### src/rtl/hazard_tracker_if.sv
// Decode-side bundle between the ID stage, hazard_tracker and the forwarding unit.
// master drives ID information and consumes tags; slave is the tracker itself.
interface hazard_tracker_if #(
    parameter int unsigned ADDR_W = 5,
    parameter int unsigned CNT_W  = 16
);
    logic              id_valid;
    logic [ADDR_W-1:0] id_rs;
    logic [ADDR_W-1:0] id_rt;
    logic [ADDR_W-1:0] id_rd;
    logic              id_reg_write;
    logic              id_mem_read;
    logic              flush;
    logic              stall;
    logic [ADDR_W:0]   ex_rs_tag;
    logic [ADDR_W:0]   ex_rt_tag;
    logic [ADDR_W:0]   rd_ex_mem_tag;
    logic [ADDR_W:0]   rd_mem_wb_tag;
    logic [CNT_W-1:0]  stall_count;

    modport master (
        output id_valid, id_rs, id_rt, id_rd, id_reg_write, id_mem_read, flush,
        input  stall, ex_rs_tag, ex_rt_tag, rd_ex_mem_tag, rd_mem_wb_tag, stall_count
    );

    modport slave (
        input  id_valid, id_rs, id_rt, id_rd, id_reg_write, id_mem_read, flush,
        output stall, ex_rs_tag, ex_rt_tag, rd_ex_mem_tag, rd_mem_wb_tag, stall_count
    );
endinterface

### src/rtl/hazard_tracker.sv
// Shadows ID/EX, EX/MEM and MEM/WB write info, emits forwarding tags and
// raises a load-use stall with a saturating stall-cycle counter.
module hazard_tracker #(
    parameter int unsigned ADDR_W = 5,
    parameter int unsigned CNT_W  = 16
) (
    input logic              clk,
    input logic              arst_n,
    hazard_tracker_if.slave  bus
);
    localparam logic [ADDR_W:0] NoneTag = {1'b0, {ADDR_W{1'b1}}};

    logic              ex_valid_q, ex_valid_d;
    logic [ADDR_W-1:0] ex_rs_q, ex_rs_d;
    logic [ADDR_W-1:0] ex_rt_q, ex_rt_d;
    logic [ADDR_W-1:0] ex_rd_q, ex_rd_d;
    logic              ex_rw_q, ex_rw_d;
    logic              ex_mr_q, ex_mr_d;
    logic              mem_valid_q;
    logic [ADDR_W-1:0] mem_rd_q;
    logic              mem_rw_q;
    logic              wb_valid_q;
    logic [ADDR_W-1:0] wb_rd_q;
    logic              wb_rw_q;
    logic [CNT_W-1:0]  cnt_q, cnt_d;
    logic              stall;

    // Flush masks the stall so a killed load-use pair costs no extra cycle.
    always_comb begin
        stall = bus.id_valid & ex_valid_q & ex_mr_q & (ex_rd_q != '0) &
                ((ex_rd_q == bus.id_rs) | (ex_rd_q == bus.id_rt)) & ~bus.flush;
    end

    always_comb begin
        ex_valid_d = bus.id_valid;
        ex_rs_d    = bus.id_rs;
        ex_rt_d    = bus.id_rt;
        ex_rd_d    = bus.id_rd;
        ex_rw_d    = bus.id_reg_write;
        ex_mr_d    = bus.id_mem_read;
        if (bus.flush || stall || !bus.id_valid) begin
            ex_valid_d = 1'b0;
            ex_rs_d    = '0;
            ex_rt_d    = '0;
            ex_rd_d    = '0;
            ex_rw_d    = 1'b0;
            ex_mr_d    = 1'b0;
        end
    end

    always_comb begin
        cnt_d = cnt_q;
        if (stall && (cnt_q != {CNT_W{1'b1}})) begin
            cnt_d = cnt_q + CNT_W'(1);
        end
    end

    always_ff @(posedge clk or negedge arst_n) begin
        if (!arst_n) begin
            ex_valid_q  <= 1'b0;
            ex_rs_q     <= '0;
            ex_rt_q     <= '0;
            ex_rd_q     <= '0;
            ex_rw_q     <= 1'b0;
            ex_mr_q     <= 1'b0;
            mem_valid_q <= 1'b0;
            mem_rd_q    <= '0;
            mem_rw_q    <= 1'b0;
            wb_valid_q  <= 1'b0;
            wb_rd_q     <= '0;
            wb_rw_q     <= 1'b0;
            cnt_q       <= '0;
        end else begin
            ex_valid_q  <= ex_valid_d;
            ex_rs_q     <= ex_rs_d;
            ex_rt_q     <= ex_rt_d;
            ex_rd_q     <= ex_rd_d;
            ex_rw_q     <= ex_rw_d;
            ex_mr_q     <= ex_mr_d;
            mem_valid_q <= ex_valid_q;
            mem_rd_q    <= ex_rd_q;
            mem_rw_q    <= ex_rw_q;
            wb_valid_q  <= mem_valid_q;
            wb_rd_q     <= mem_rd_q;
            wb_rw_q     <= mem_rw_q;
            cnt_q       <= cnt_d;
        end
    end

    // Tag MSB keeps $0 sources and "no writer" destinations from ever matching.
    always_comb begin
        bus.stall         = stall;
        bus.ex_rs_tag     = (ex_rs_q != '0) ? {1'b1, ex_rs_q} : '0;
        bus.ex_rt_tag     = (ex_rt_q != '0) ? {1'b1, ex_rt_q} : '0;
        bus.rd_ex_mem_tag = (mem_valid_q && mem_rw_q && (mem_rd_q != '0)) ?
                            {1'b1, mem_rd_q} : NoneTag;
        bus.rd_mem_wb_tag = (wb_valid_q && wb_rw_q && (wb_rd_q != '0)) ?
                            {1'b1, wb_rd_q} : NoneTag;
        bus.stall_count   = cnt_q;
    end
endmodule
### src/flat_wrapper.sv
// flat-port wrapper written by rule: the top's interface ports become plain ports
module hazard_tracker_flat 
#(
    parameter int unsigned ADDR_W = 5,
    parameter int unsigned CNT_W  = 16
)
  (clk, arst_n, bus_id_valid, bus_id_rs, bus_id_rt, bus_id_rd, bus_id_reg_write, bus_id_mem_read, bus_flush, bus_stall, bus_ex_rs_tag, bus_ex_rt_tag, bus_rd_ex_mem_tag, bus_rd_mem_wb_tag, bus_stall_count);
  hazard_tracker_if #(.ADDR_W(ADDR_W), .CNT_W(CNT_W)) bus_i ();
  input logic clk;
  input logic arst_n;
  input wire logic [$bits(bus_i.id_valid)-1:0] bus_id_valid;
  input wire logic [$bits(bus_i.id_rs)-1:0] bus_id_rs;
  input wire logic [$bits(bus_i.id_rt)-1:0] bus_id_rt;
  input wire logic [$bits(bus_i.id_rd)-1:0] bus_id_rd;
  input wire logic [$bits(bus_i.id_reg_write)-1:0] bus_id_reg_write;
  input wire logic [$bits(bus_i.id_mem_read)-1:0] bus_id_mem_read;
  input wire logic [$bits(bus_i.flush)-1:0] bus_flush;
  output wire logic [$bits(bus_i.stall)-1:0] bus_stall;
  output wire logic [$bits(bus_i.ex_rs_tag)-1:0] bus_ex_rs_tag;
  output wire logic [$bits(bus_i.ex_rt_tag)-1:0] bus_ex_rt_tag;
  output wire logic [$bits(bus_i.rd_ex_mem_tag)-1:0] bus_rd_ex_mem_tag;
  output wire logic [$bits(bus_i.rd_mem_wb_tag)-1:0] bus_rd_mem_wb_tag;
  output wire logic [$bits(bus_i.stall_count)-1:0] bus_stall_count;
  assign bus_i.id_valid = bus_id_valid;
  assign bus_i.id_rs = bus_id_rs;
  assign bus_i.id_rt = bus_id_rt;
  assign bus_i.id_rd = bus_id_rd;
  assign bus_i.id_reg_write = bus_id_reg_write;
  assign bus_i.id_mem_read = bus_id_mem_read;
  assign bus_i.flush = bus_flush;
  assign bus_stall = bus_i.stall;
  assign bus_ex_rs_tag = bus_i.ex_rs_tag;
  assign bus_ex_rt_tag = bus_i.ex_rt_tag;
  assign bus_rd_ex_mem_tag = bus_i.rd_ex_mem_tag;
  assign bus_rd_mem_wb_tag = bus_i.rd_mem_wb_tag;
  assign bus_stall_count = bus_i.stall_count;
  hazard_tracker #(.ADDR_W(ADDR_W), .CNT_W(CNT_W)) u_core (.clk(clk), .arst_n(arst_n), .bus(bus_i));
endmodule
### config.mk
export PLATFORM = sky130hd
export DESIGN_NAME = hazard_tracker_flat
export DESIGN_NICKNAME = d
export VERILOG_FILES = /design/src/rtl/hazard_tracker_if.sv /design/src/rtl/hazard_tracker.sv /design/src/flat_wrapper.sv
export SDC_FILE = /design/constraint.sdc
export NUM_CORES = 1
export LEC_CHECK = 0
export ABC_AREA = 1
export CAP_MARGIN = 20
export CORE_MARGIN = 1.5
export CORE_UTILIZATION = 29
export DETAILED_ROUTE_END_ITERATION = 8
export GPL_TIMING_DRIVEN = 0
export PLACE_DENSITY_LB_ADDON = 0.08
export SYNTH_ARGS = -nofsm -noshare
export SYNTH_HDL_FRONTEND = slang
export SYNTH_SLANG_ARGS = --single-unit
### constraint.sdc
create_clock -name clk -period 1.8 [get_ports clk]
set_input_delay 0.45 -clock clk [delete_from_list [all_inputs] [get_ports clk]]
set_output_delay 0.45 -clock clk [all_outputs]
set_load 0.1 [all_outputs]
==> out/summary.md, run 1 <==
The tools report the master cell of the clock root buffer as clkbuf_8. The run gives -0.260 ns as the post-route worst setup slack. The first detailed-routing pass took 4 iterations. The tools report the gate count of the mapped netlist as 285. The logs give 0 for the post-route antenna net violation count and 9.20 mm for the wire length of the first global-routing pass. Counting every net in the synthesized netlist gives 307. Mean post-synth cell area: 8.00 um^2.

The routed layout has 2,005 vias. Once layout is complete, the utilization of the core stands at 47.6%. The path type of the worst min-delay path was in -> async.

Once placement finished, the instance area stood at 3220 um^2. The sort of element at the end of the critical path was a primary output. The destination of the critical timing path was bus_rd_ex_mem_tag[2]. Yosys attributes the largest share of cell area to dfrtp_1, nand2_1, inv_1, nor2_1, xor2_1. The tools report the via count of the first global-routing pass as 1,935.

The remaining design rule violation count was 0. The congestion estimate from routability-driven global placement came to 0.808. Tracing the worst setup path back leads to its startpoint at u_core.mem_rd_q[3].

For the setup slack on the worst flop-to-flop path, the log shows 0.14 ns. Derived from the worst setup path, the maximum achievable clock frequency is 0.485 GHz. The worst setup path is launched from a flop. Number of buffers and inverters on the critical path: 3.

The later pin in the worst-skew pair is clocked with a latency of 0.30 ns. The vertical die dimension is 91.7 um, and the maximum clock skew at final layout is 0.00366 ns. The cell depth of the worst flop-to-flop path was 8. The most used flip-flop cell after synthesis was dfrtp_1.

In the finished design, the share of the clock period the worst path needs comes to 114%. The logs give 62 for the number of ports placed on the die boundary and 0 for the max-cap violation count. The clock transition at the registers of the reported paths came out at 0.09 ns.

Synthesis instantiated 22 different standard cells from the library. The count of endpoints failing hold in the final timing report came out at 0. For this run, the total global-route usage over all layers was measured as 14.0%.

Cells with a size suffix above 1 make up 34.3% of the layout. The run finished, with violations left. The initial utilization of the core area, before any placement, comes to 29.7%. The number of flops mapped to enable cells by yosys came out at 0. The finished cells cover 3660 um^2. The number of slew-limit violations in the final report is 0, and the minimum clock period is 2.06 ns.

The library cell occupying the most area in the post-synthesis netlist was dfrtp_1. The tools report the sequential share of the synthesized area as 52.7%. The number of rows in the core area is 32.

In this run the standard cell core region covers 7690 um^2. The run gives -1.43 ns as the placement-stage worst setup slack. The die covers 8410 um^2. The clock drives 48 sinks. In this run the deepest clock path goes through 2 buffers. Counting the buffers created by CTS gives 5.

The kind of cell with the highest combined delay along the critical path is buffers and inverters. In this design, the stage delay of the slowest critical-path cell is 0.40 ns. The tools report the HPWL after detailed placement as 4.02 mm. Of all flip-flops after synthesis, the portion carrying an async set or reset was 100%.

The checks that failed: setup timing. Horizontal die dimension: 91.7 um. By count the netlist is led by nand2_1, dfrtp_1, inv_1.

The count of nets after finishing was 394. Entering global routing, the biggest net connects 29 pins. The worst-case IR drop observed on VDD is 0.318 mV.

The critical path data arrival time is 1.61 ns. The initial antenna violation count was 0. TritonCTS built the clock tree. The required time of the worst setup path is 1.35 ns.

After detailed routing, the average wire length per cell comes to 11.4 um. Of all nets on the critical path, the largest fanout is 4. The power per cell area was 619 nW/um^2.

The most numerous cell in the Yosys netlist is nand2_1. Setup total negative slack on the finished layout was measured at -2.55 ns. The DRC marker count from the first detailed-route iteration is 54, and the diode insertion count for antenna repair is 0. The leftover overflow at the end of global routing was 0; the via density per instance was 4.22.

In this run the tightest slew margin relative to its limit is 63.6%. The cell area that synthesis handed to floorplanning was 2280 um^2. The number of synthesized register bits is 48, and the area growth from synthesis to layout is 60.4%. Traced cell by cell, the critical path runs through inv_2 -> nand3_4 -> o311ai_4 -> bufinv_8 -> nand2_8 -> buf_12. At the pin with the least slew margin, the transition time is 0.548 ns.

The slowest cell on the critical path was dfrtp_1. For the count of yosys warnings during synthesis, the log shows 0. The number of buffers added on ports was 61. The tools report the worst reg2reg path endpoint as u_core.bus.stall_count[7]. In this run the critical register-to-register path is launched from u_core.bus.stall_count[0]. The analysis attributes to cell leakage a power of 1.75 nW.

For this block, the routed nets add up to 5.42 mm of wire. Setup repair after global routing could not meet its margin everywhere. Total stage count of the critical path: 6. The H-tree was split into 2 levels. The area share of the largest cell type after synthesis works out to 52.7%. The critical path in this run is classified as reg -> out. For the number of setup violations in the final report, the log shows 13.
==> worst min path at each step <==
| stage | startpoint | end | slack (ns) | cells past startpoint |
|---|---|---|---|---|
| after detailed placement | u_core.ex_rw_q | u_core.mem_rw_q | 0.34 | 0 |
| after global placement | u_core.ex_rw_q | u_core.mem_rw_q | 0.33 | 0 |
| after floorplan | arst_n | u_core.bus.stall_count[10] | 0.15 | 0 |
| after CTS | arst_n | u_core.wb_rd_q[2] | 0.13 | 1 |
| final | arst_n | u_core.wb_rd_q[2] | 0.11 | 1 |
| after global routing | arst_n | u_core.wb_rd_q[2] | 0.14 | 1 |
==> layout by cell type (no fill, tap or decap), drive strengths merged <==
cell type       n
nand2          94
inv            40
clkinv          1
buf            41
bufinv          3
nand3          15
ha              1
clkdlybuf4s50   8
or2             4
clkdlybuf4s18   4
o311ai          2
dlygate4sd2    11
dfrtp          48
xnor2           6
nor3            6
o21bai          1
xor2           10
nand4           4
clkdlybuf4s15  19
clkinvlp        2
nor2           38
clkbuf         15
==> final cells by class <==
| type | instances | area, um^2 |
|---|---|---|
| clock buffers | 5 | 68.8 |
| fillers | 781 | 4030 |
| plain buffers | 12 | 60.1 |
| clock inverters | 3 | 42.5 |
| flip-flops and latches | 48 | 1230 |
| multi-input cells | 181 | 1060 |
| inverters | 43 | 193 |
| well taps | 102 | 128 |
| repair buffers | 81 | 875 |
==> routing by layer <==
layer | global-route usage, % | vias up | wire, um
li1 | - | 1023 | -
met1 | 18.8 | 930 | 2530
met2 | 22.5 | 44 | 2580
met3 | 2.49 | 8 | 215
met4 | 5.08 | 0 | 85
met5 | 0 | - | 0
==> timing repair <==
item                       4_1_cts  5_1_grt
pin swaps                       14        9
hold buffers                     0        0
gates resized for setup        228       19
setup endpoints to repair       56       47
setup buffers                   11        8
==> kinds of logic (layout without fill, tap and decap cells) <==
family / count (synthesis) / count (layout) / synth area share, %
xor+xnor: 16 / 16 / 6.14
buf+inv: 56 / 144 / 9.65
flops: 48 / 48 / 52.7
compound gates: 3 / 3 / 1.10
simple gates: 161 / 161 / 29.9
fa+ha+maj: 1 / 1 / 0.548
==> metrics by stage <==
stage	power, mW	hold slack (ns)	std cells
6_report	2.26	0.105	475
5_1_grt	2.36	0.139	475
4_1_cts	2.28	0.127	467
3_5_place_dp	1.48	0.337	449
3_3_place_gp	1.47	0.334	448
2_1_floorplan	1.35	0.154	285
==> power by group <==
| group | internal, mW | switching, mW | total (mW) |
|---|---|---|---|
| sequential | 1.11 | 0.0244 | 1.13 |
| clock | 0.412 | 0.379 | 0.791 |
| combinational | 0.110 | 0.233 | 0.343 |
==> flip-flops by register name, indices dropped and copies added (netlist names), 5 cells and up <==
register,count
u_core.bus.stall_count,16
u_core.wb_rd_q,5
u_core.ex_rt_q,5
u_core.mem_rd_q,5
u_core.ex_rd_q,5
u_core.ex_rs_q,5
(Power assumes the default switching activity.)
==> run 2: changes to the inputs <==
clock period = 2.1 ns   (was 1.8 ns; I/O delays follow)
==> run 2 against run 1 <==
The run still ends with setup timing left. Sequential share of layout area grew 0.41 points. Via count shrank 2.0%. Die area is the same. Design area shrank 3.0%. Power shrank 15%. Wire length shrank 1.4%. First-iteration DRC count shrank 1.9%. Clock power shrank 15%. Sequential power shrank 14%. Critical path type unchanged. Largest cell class unchanged.
==> out/summary.md, run 2 (synthesized netlist as in run 1, its figures left out) <==
The run finished, with violations left. The final reports fail on setup timing. The master cell of the clock root buffer was clkbuf_8. The tools report the DRC marker count from the first detailed-route iteration as 53 (-1.9%).

The tools report the post-route worst setup slack as -0.00407 ns (+0.256 ns). The tools report the post-place instance area as 3130 um^2 (-2.5%). The tools report the post-route antenna net violation count as 0 (unchanged). The slowest cell on the critical path was dfrtp_1. The HPWL after detailed placement is 4.01 mm (-0.37%), and the critical path data arrival time is 1.58 ns (-0.03 ns). The total non-filler cell area in the finished layout was 3550 um^2 (-3.0%); the power per cell area was 545 nW/um^2 (-12%).

Leaving out fill and tap cells, the most frequent cells in the layout are nand2_1, dfrtp_1, nor2_1, inv_1, clkdlybuf4s15_2. Path type of the worst min-delay path: in -> async. The count of endpoints failing hold in the final timing report came out at 0 (unchanged).

The tools report the number of ports placed on the die boundary as 62 (unchanged). The tools report the total core area as 7690 um^2 (unchanged). The maximum clock skew at final layout is 0.00630 ns (+0.00264 ns), and the number of buffers between clock root and the deepest sink is 2 (unchanged). TritonCTS built the clock tree.

After layout, the worst path uses 100% of the clock period. The vertical die dimension was 91.7 um (unchanged). The weighted congestion reported at the end of routability-driven placement is 0.804 (-0.42%). The run gives 0 (unchanged) as the max-cap violation count.

The horizontal die dimension works out to 91.7 um (unchanged). Worst stage delay on the critical path: 0.41 ns (about the same). The area growth from synthesis to layout is 55.6%. The remaining design rule violation count is 0 (unchanged). STA classifies the critical path endpoint as a primary output. Setup repair after global routing could not meet its margin everywhere. The tools report the floorplan die area as 8410 um^2 (unchanged). The tools report the number of levels in the clock H-tree as 2 (unchanged).

The via density per instance was 4.15 (-1.6%). Met3 capacity usage during global routing: 3.57% (+1.1 points). STA classifies the critical path startpoint as a flop.

The final cell count without fillers is 473 (-0.42%), and the pin count of the biggest net entering global routing is 32 (+10%). The total CTS buffers is 5 (unchanged), and the source-to-sink clock delay at the later pin of the worst-skew pair is 0.30 ns (about the same). The leftover overflow at the end of global routing was 0 (unchanged).

Final wirelength: 5.34 mm (-1.4%). Average wire length per cell after detail routing: 11.3 um (-1.0%). The flip-flop count of the largest register after layout works out to 16 (unchanged).

The setup slack on the worst flop-to-flop path is 0.33 ns (+0.19 ns), and the number of buffers added on ports is 61 (unchanged). The number of setup violations in the final report came out at 1 (-12). The tools report the effective utilization at floorplan as 29.7% (unchanged).

The met1 routing resource usage after global routing came out at 19.0% (+0.22 points). Number of hold buffers added after cts: 0 (unchanged). The tools report the detailed-route via count as 1,965 (-2.0%).

The global router's overall resource usage is 14.1% (+0.17 points). Traced cell by cell, the critical path runs through inv_2 -> nand3_2 -> o311ai_4 -> inv_4 -> nand2_4 -> buf_12. The startpoint of the worst-slack reg-to-reg timing path was u_core.bus.stall_count[0]. The slew at the pin closest to its max-slew limit was 0.550 ns (+0.00191 ns). The final-layout fill cell count is 793 (+1.5%), and the ratio of cells with drive above 1 in the final layout is 30.3% (-4.0 points).

The number of rows in the core area was 32 (unchanged). The tools report the relative slew slack as 63.5% (-0.13 points). The cell depth of the worst flop-to-flop path was 8 (unchanged).

The worst reg2reg path endpoint is u_core.bus.stall_count[6]. The tools report the share of the core filled with cells in the final layout as 46.2% (-1.4 points). Minimum clock period: 2.10 ns. The tools report the instance count after placement with tap cells included as 449 (unchanged). The initial antenna violation count came out at 1 (+1). Peak fanout along the critical path: 4 (unchanged). The clock sink total was 48 (unchanged).

Commonest non-fill, non-tap cell in the layout: nand2_1. The required time of the worst setup path is 1.57 ns (+0.22 ns), and the maximum clock rate is 0.475 GHz. The leakage power is 1.77 nW (+1.3%).

The classification of the worst setup path is reg -> out. Number of slew-limit violations in the final report: 0 (unchanged). After global routing, the most crowded layer is met2. The logs give 22.8% (+0.31 points) for the met2 capacity usage during global routing and 0.387 mV (+22%) for the peak ir drop on the vdd network.

The wire length of the first global-routing pass was 9.44 mm (+2.6%). The tools report the number of search-and-repair iterations in the first detailed-routing pass as 4 (unchanged). The clock transition at the registers of the reported paths is 0.09 ns (about the same), and the count of nets after finishing is 391 (-0.76%).

For the via count of the first global-routing pass, the log shows 2,021 (+4.4%).
## run 2: worst max path at each step
| stage | slack, ns | endpoint | from | depth (start not counted) |
|---|---|---|---|---|
| floorplan | -0.06 | bus_rd_ex_mem_tag[2] | u_core.mem_rd_q[4] | 5 |
| global placement | -1.28 | bus_stall | bus_id_rs[4] | 10 |
| detailed placement | -1.29 | bus_stall | bus_id_rt[4] | 10 |
| CTS | -0.21 | bus_stall | bus_id_rs[0] | 10 |
| global route | -0.09 | bus_stall | u_core.ex_rd_q[2] | 8 |
| finish | -0.004 | bus_rd_ex_mem_tag[2] | u_core.mem_rd_q[2] | 6 |
## run 2: critical path, delay by kind of cell, from the launching register on
family / cells / cell delay, ns
DFF: 1 / 0.41
buffers and inverters: 3 / 0.38
AOI/OAI and AO/OA: 1 / 0.31
and+or+nand+nor: 2 / 0.19
## run 2: where the power goes
part / switching, mW / internal (mW) / total [mW]
sequential: 0.0214 / 0.949 / 0.970
combinational: 0.195 / 0.0958 / 0.291
clock: 0.318 / 0.353 / 0.671
## run 2: area by class of cell
type                            count  area, um^2  share of cell area (%)
Antenna cell                        1        2.50                  0.0705
Buffer                             13        58.8                    1.66
Clock buffer                        5        68.8                    1.94
Clock inverter                      3        42.5                    1.20
Inverter                           43         170                    4.80
Multi-Input combinational cell    181        1010                    28.6
Sequential cell                    48        1210                    34.1
Tap cell                          102         128                    3.60
Timing Repair Buffer               77         856                    24.1
## run 2: repair_timing
| item | CTS | global route |
|---|---|---|
| setup endpoints to repair | 41 | 20 |
| gates cloned | 0 | 0 |
| setup buffers | 9 | 6 |
| pin swaps | 6 | 10 |
| gates resized for setup | 209 | 29 |
## run 2: per-layer routing
| layer | vias to the layer above | part of all wire (%) |
|---|---|---|
| met5 | - | 0 |
| met4 | 0 | 0.99 |
| met3 | 5 | 5.1 |
| met2 | 44 | 47 |
| met1 | 900 | 47 |
| li1 | 1016 | - |
## run 2: through the flow
step                      setup TNS (ns)  power (mW)  setup slack [ns]  hold WS, ns
after detailed placement          -14.03        1.26             -1.29        0.339
after global placement            -59.63        1.26             -1.28        0.336
after floorplan                  -0.0640        1.15           -0.0640        0.229
final                           -0.00407        1.93          -0.00407        0.149
after CTS                         -0.364        1.96            -0.207        0.161
after global routing              -0.656        2.03           -0.0906        0.169
==> run 3: changes to the inputs <==
CORE_UTILIZATION = 45   (was 29)
REMOVE_ABC_BUFFERS = 1   (was not set)
==> run 3 against run 2 <==
The flow now finishes without violations. First-iteration DRC count increased by 110%. Fmax rose by 1.6%. Non-clock buffer count decreased by 17. Register-to-register slack got worse by 0.04 ns.
==> out/summary.md, run 3 (synthesized netlist as in run 1, its figures left out) <==
For the weighted congestion reported at the end of routability-driven placement, the log shows 0.858 (+6.7%). The run gives 0 (unchanged) as the post-route antenna net violation count. TritonCTS built the clock tree. The via density per instance was 4.46 (+7.3%); the number of hold buffers added after cts was 0 (unchanged).

The number of search-and-repair iterations in the first detailed-routing pass is 4 (unchanged), and the area growth from synthesis to layout is 44.9%. Global router's overall resource usage: 18.6% (+4.4 points). The flow ran to the end, and the final reports show no timing, DRC or antenna violations. Effective utilization at floorplan: 47.4% (+18 points). The max-cap violation count came out at 0 (unchanged). The number of buffers between clock root and the deepest sink was 2 (unchanged); the peak fanout along the critical path was 2 (-2). The clock sink total is 48 (unchanged), and the slew at the pin closest to its max-slew limit is 0.961 ns (+0.411 ns). The number of rows in the core area is 25 (-22%), and the pin count of the biggest net entering global routing is 36 (+13%). The library cells used most frequently in the layout, excluding fill and tap cells, are nand2_1, dfrtp_1, nor2_1, inv_1, clkdlybuf4s15_2. The run gives 4.68 mm (-12%) as the final wirelength.

Walking the worst path, the cells encountered are dlygate4sd2_1. For the peak ir drop on the vdd network, the log shows 0.305 mV (-21%). The worst setup path is of the reg -> out kind. The tools report the share of the core filled with cells in the final layout as 68.6% (+22 points).

The run gives 1,704 (-16%) as the via count of the first global-routing pass. The worst setup path is captured at a primary output. Kind of start point of the critical path: a flop.

The floorplan die area was 5500 um^2 (-35%). Relative slew slack: 36.2% (-27 points). DRC marker count from the first detailed-route iteration: 110 (+110%). The post-layout total power is 1.92 mW (-0.43%). The tools report the initial antenna violation count as 0 (-1). The final-layout fill cell count is 420 (-47%), and the average wire length per cell after detail routing is 11.1 um (-1.4%).

The count of endpoints failing hold in the final timing report is 0 (unchanged), and the final cycle utilization of the critical path is 98.7% (-1.5 points). The placement-stage worst setup slack was -1.22 ns (+0.0661 ns). Leaving out fill and tap cells, the most frequent cell in the layout is nand2_1. The post-route worst setup slack was 0.0283 ns (+0.0323 ns); the leakage power was 1.73 nW (-2.5%). Clock tree synthesis selected as its root buffer the cell clkbuf_8. The critical path data arrival time is 1.55 ns (-0.03 ns). The source-to-sink clock delay at the later pin of the worst-skew pair was 0.31 ns (about the same). The required time of the worst setup path is 1.57 ns (about the same). Setup repair after global routing could not meet its margin everywhere.

The number of levels in the clock H-tree is 2 (unchanged). For the worst hold margin, the log shows 0.0995 ns (-0.0496 ns). The diode insertion count for antenna repair is 0 (-1). The aggregate negative setup slack came out at 0 ns (+0.00407 ns). The maximum clock rate was 0.483 GHz (+1.6%). The remaining design rule violation count was 0 (unchanged).

The number of setup violations in the final report was 0 (-1); the worst stage delay on the critical path was 0.86 ns (+0.45 ns). The power per cell area came out at 582 nW/um^2 (+6.9%). The run gives 0 (unchanged) as the leftover overflow at the end of global routing.

The cell family contributing the most delay on the critical path is buffers and inverters. Wire length of the first global-routing pass: 7.69 mm (-18%). The run gives 3.27 mm (-18%) as the HPWL after detailed placement. Clock transition at the registers of the reported paths: 0.09 ns (about the same). The flip-flop count of the largest register after layout was 16 (unchanged); the horizontal die dimension was 74.2 um (-19%). The vertical die dimension was 74.2 um (-19%); the total CTS buffers was 5 (unchanged).

The number of buffers added on ports was 61 (unchanged). The number of ports placed on the die boundary was 62 (unchanged). For this design, the slowest cell found on the critical path is dlygate4sd2_1. The minimum clock period is 2.07 ns (-0.0323 ns), and the number of slew-limit violations in the final report is 0 (unchanged). The count of nets after finishing is 374 (-4.3%). Total core area: 4820 um^2 (-37%).

The detailed-route via count came out at 1,872 (-4.7%). The min-delay analysis places its worst path in the category in -> async. Maximum clock skew at final layout: 0.00845 ns (+0.00214 ns).

Ratio of cells with drive above 1 in the final layout: 25.2% (-5.1 points). The number of buffers and inverters on the critical path came out at 1 (-2).
[run 3: final cells by class]
type	count	area [um^2]	area share, %
well taps	67	83.8	2.54
inverters	43	164	4.96
clock inverters	3	47.5	1.44
flip-flops and latches	48	1200	36.5
clock buffers	5	68.8	2.08
repair buffers	73	796	24.1
multi-input cells	181	940	28.4
[run 3: where the power goes]
part	leakage, nW	internal (mW)	total, mW	switching [mW]
Clock	0.0583	0.359	0.685	0.326
Sequential	0.648	0.948	0.968	0.0199
Combinational	1.02	0.0839	0.271	0.187
[run 3: worst paths after layout]
path	startpoint	to	slack (ns)	cells after the start
min in group clk	u_core.ex_rw_q	u_core.mem_rw_q	0.36	0
worst min register to register	u_core.ex_rw_q	u_core.mem_rw_q	0.36	0
max in group asynchronous	arst_n	u_core.ex_rd_q[4]	1.50	2
worst max register to register	u_core.bus.stall_count[0]	u_core.bus.stall_count[13]	0.29	7
worst max-delay path	u_core.ex_rs_q[4]	bus_ex_rs_tag[4]	0.03	1
worst min-delay path	arst_n	u_core.wb_rd_q[0]	0.1	1
[run 3: through the flow]
step / instances / instance area (um^2)
3_3_place_gp: 400 / 2920
6_report: 420 / 3300
4_1_cts: 411 / 3180
3_5_place_dp: 401 / 2930
5_1_grt: 420 / 3300
2_1_floorplan: 272 / 2220
[run 3: timing repair]
| item | in CTS | in global routing |
|---|---|---|
| pin swaps | 6 | 12 |
| endpoints found under the hold margin | 0 | 0 |
| resized for setup | 187 | 34 |
| endpoints found under the setup margin | 41 | 19 |
| buffers inserted | 2 | 9 |
[run 3: per-layer routing]
layer | global-route usage [%] | up-vias | wire length, um
li1 | - | 984 | -
met1 | 25.4 | 835 | 2270
met2 | 29.3 | 48 | 2110
met3 | 4.20 | 5 | 231
met4 | 6.17 | 0 | 61
met5 | 0 | - | 0
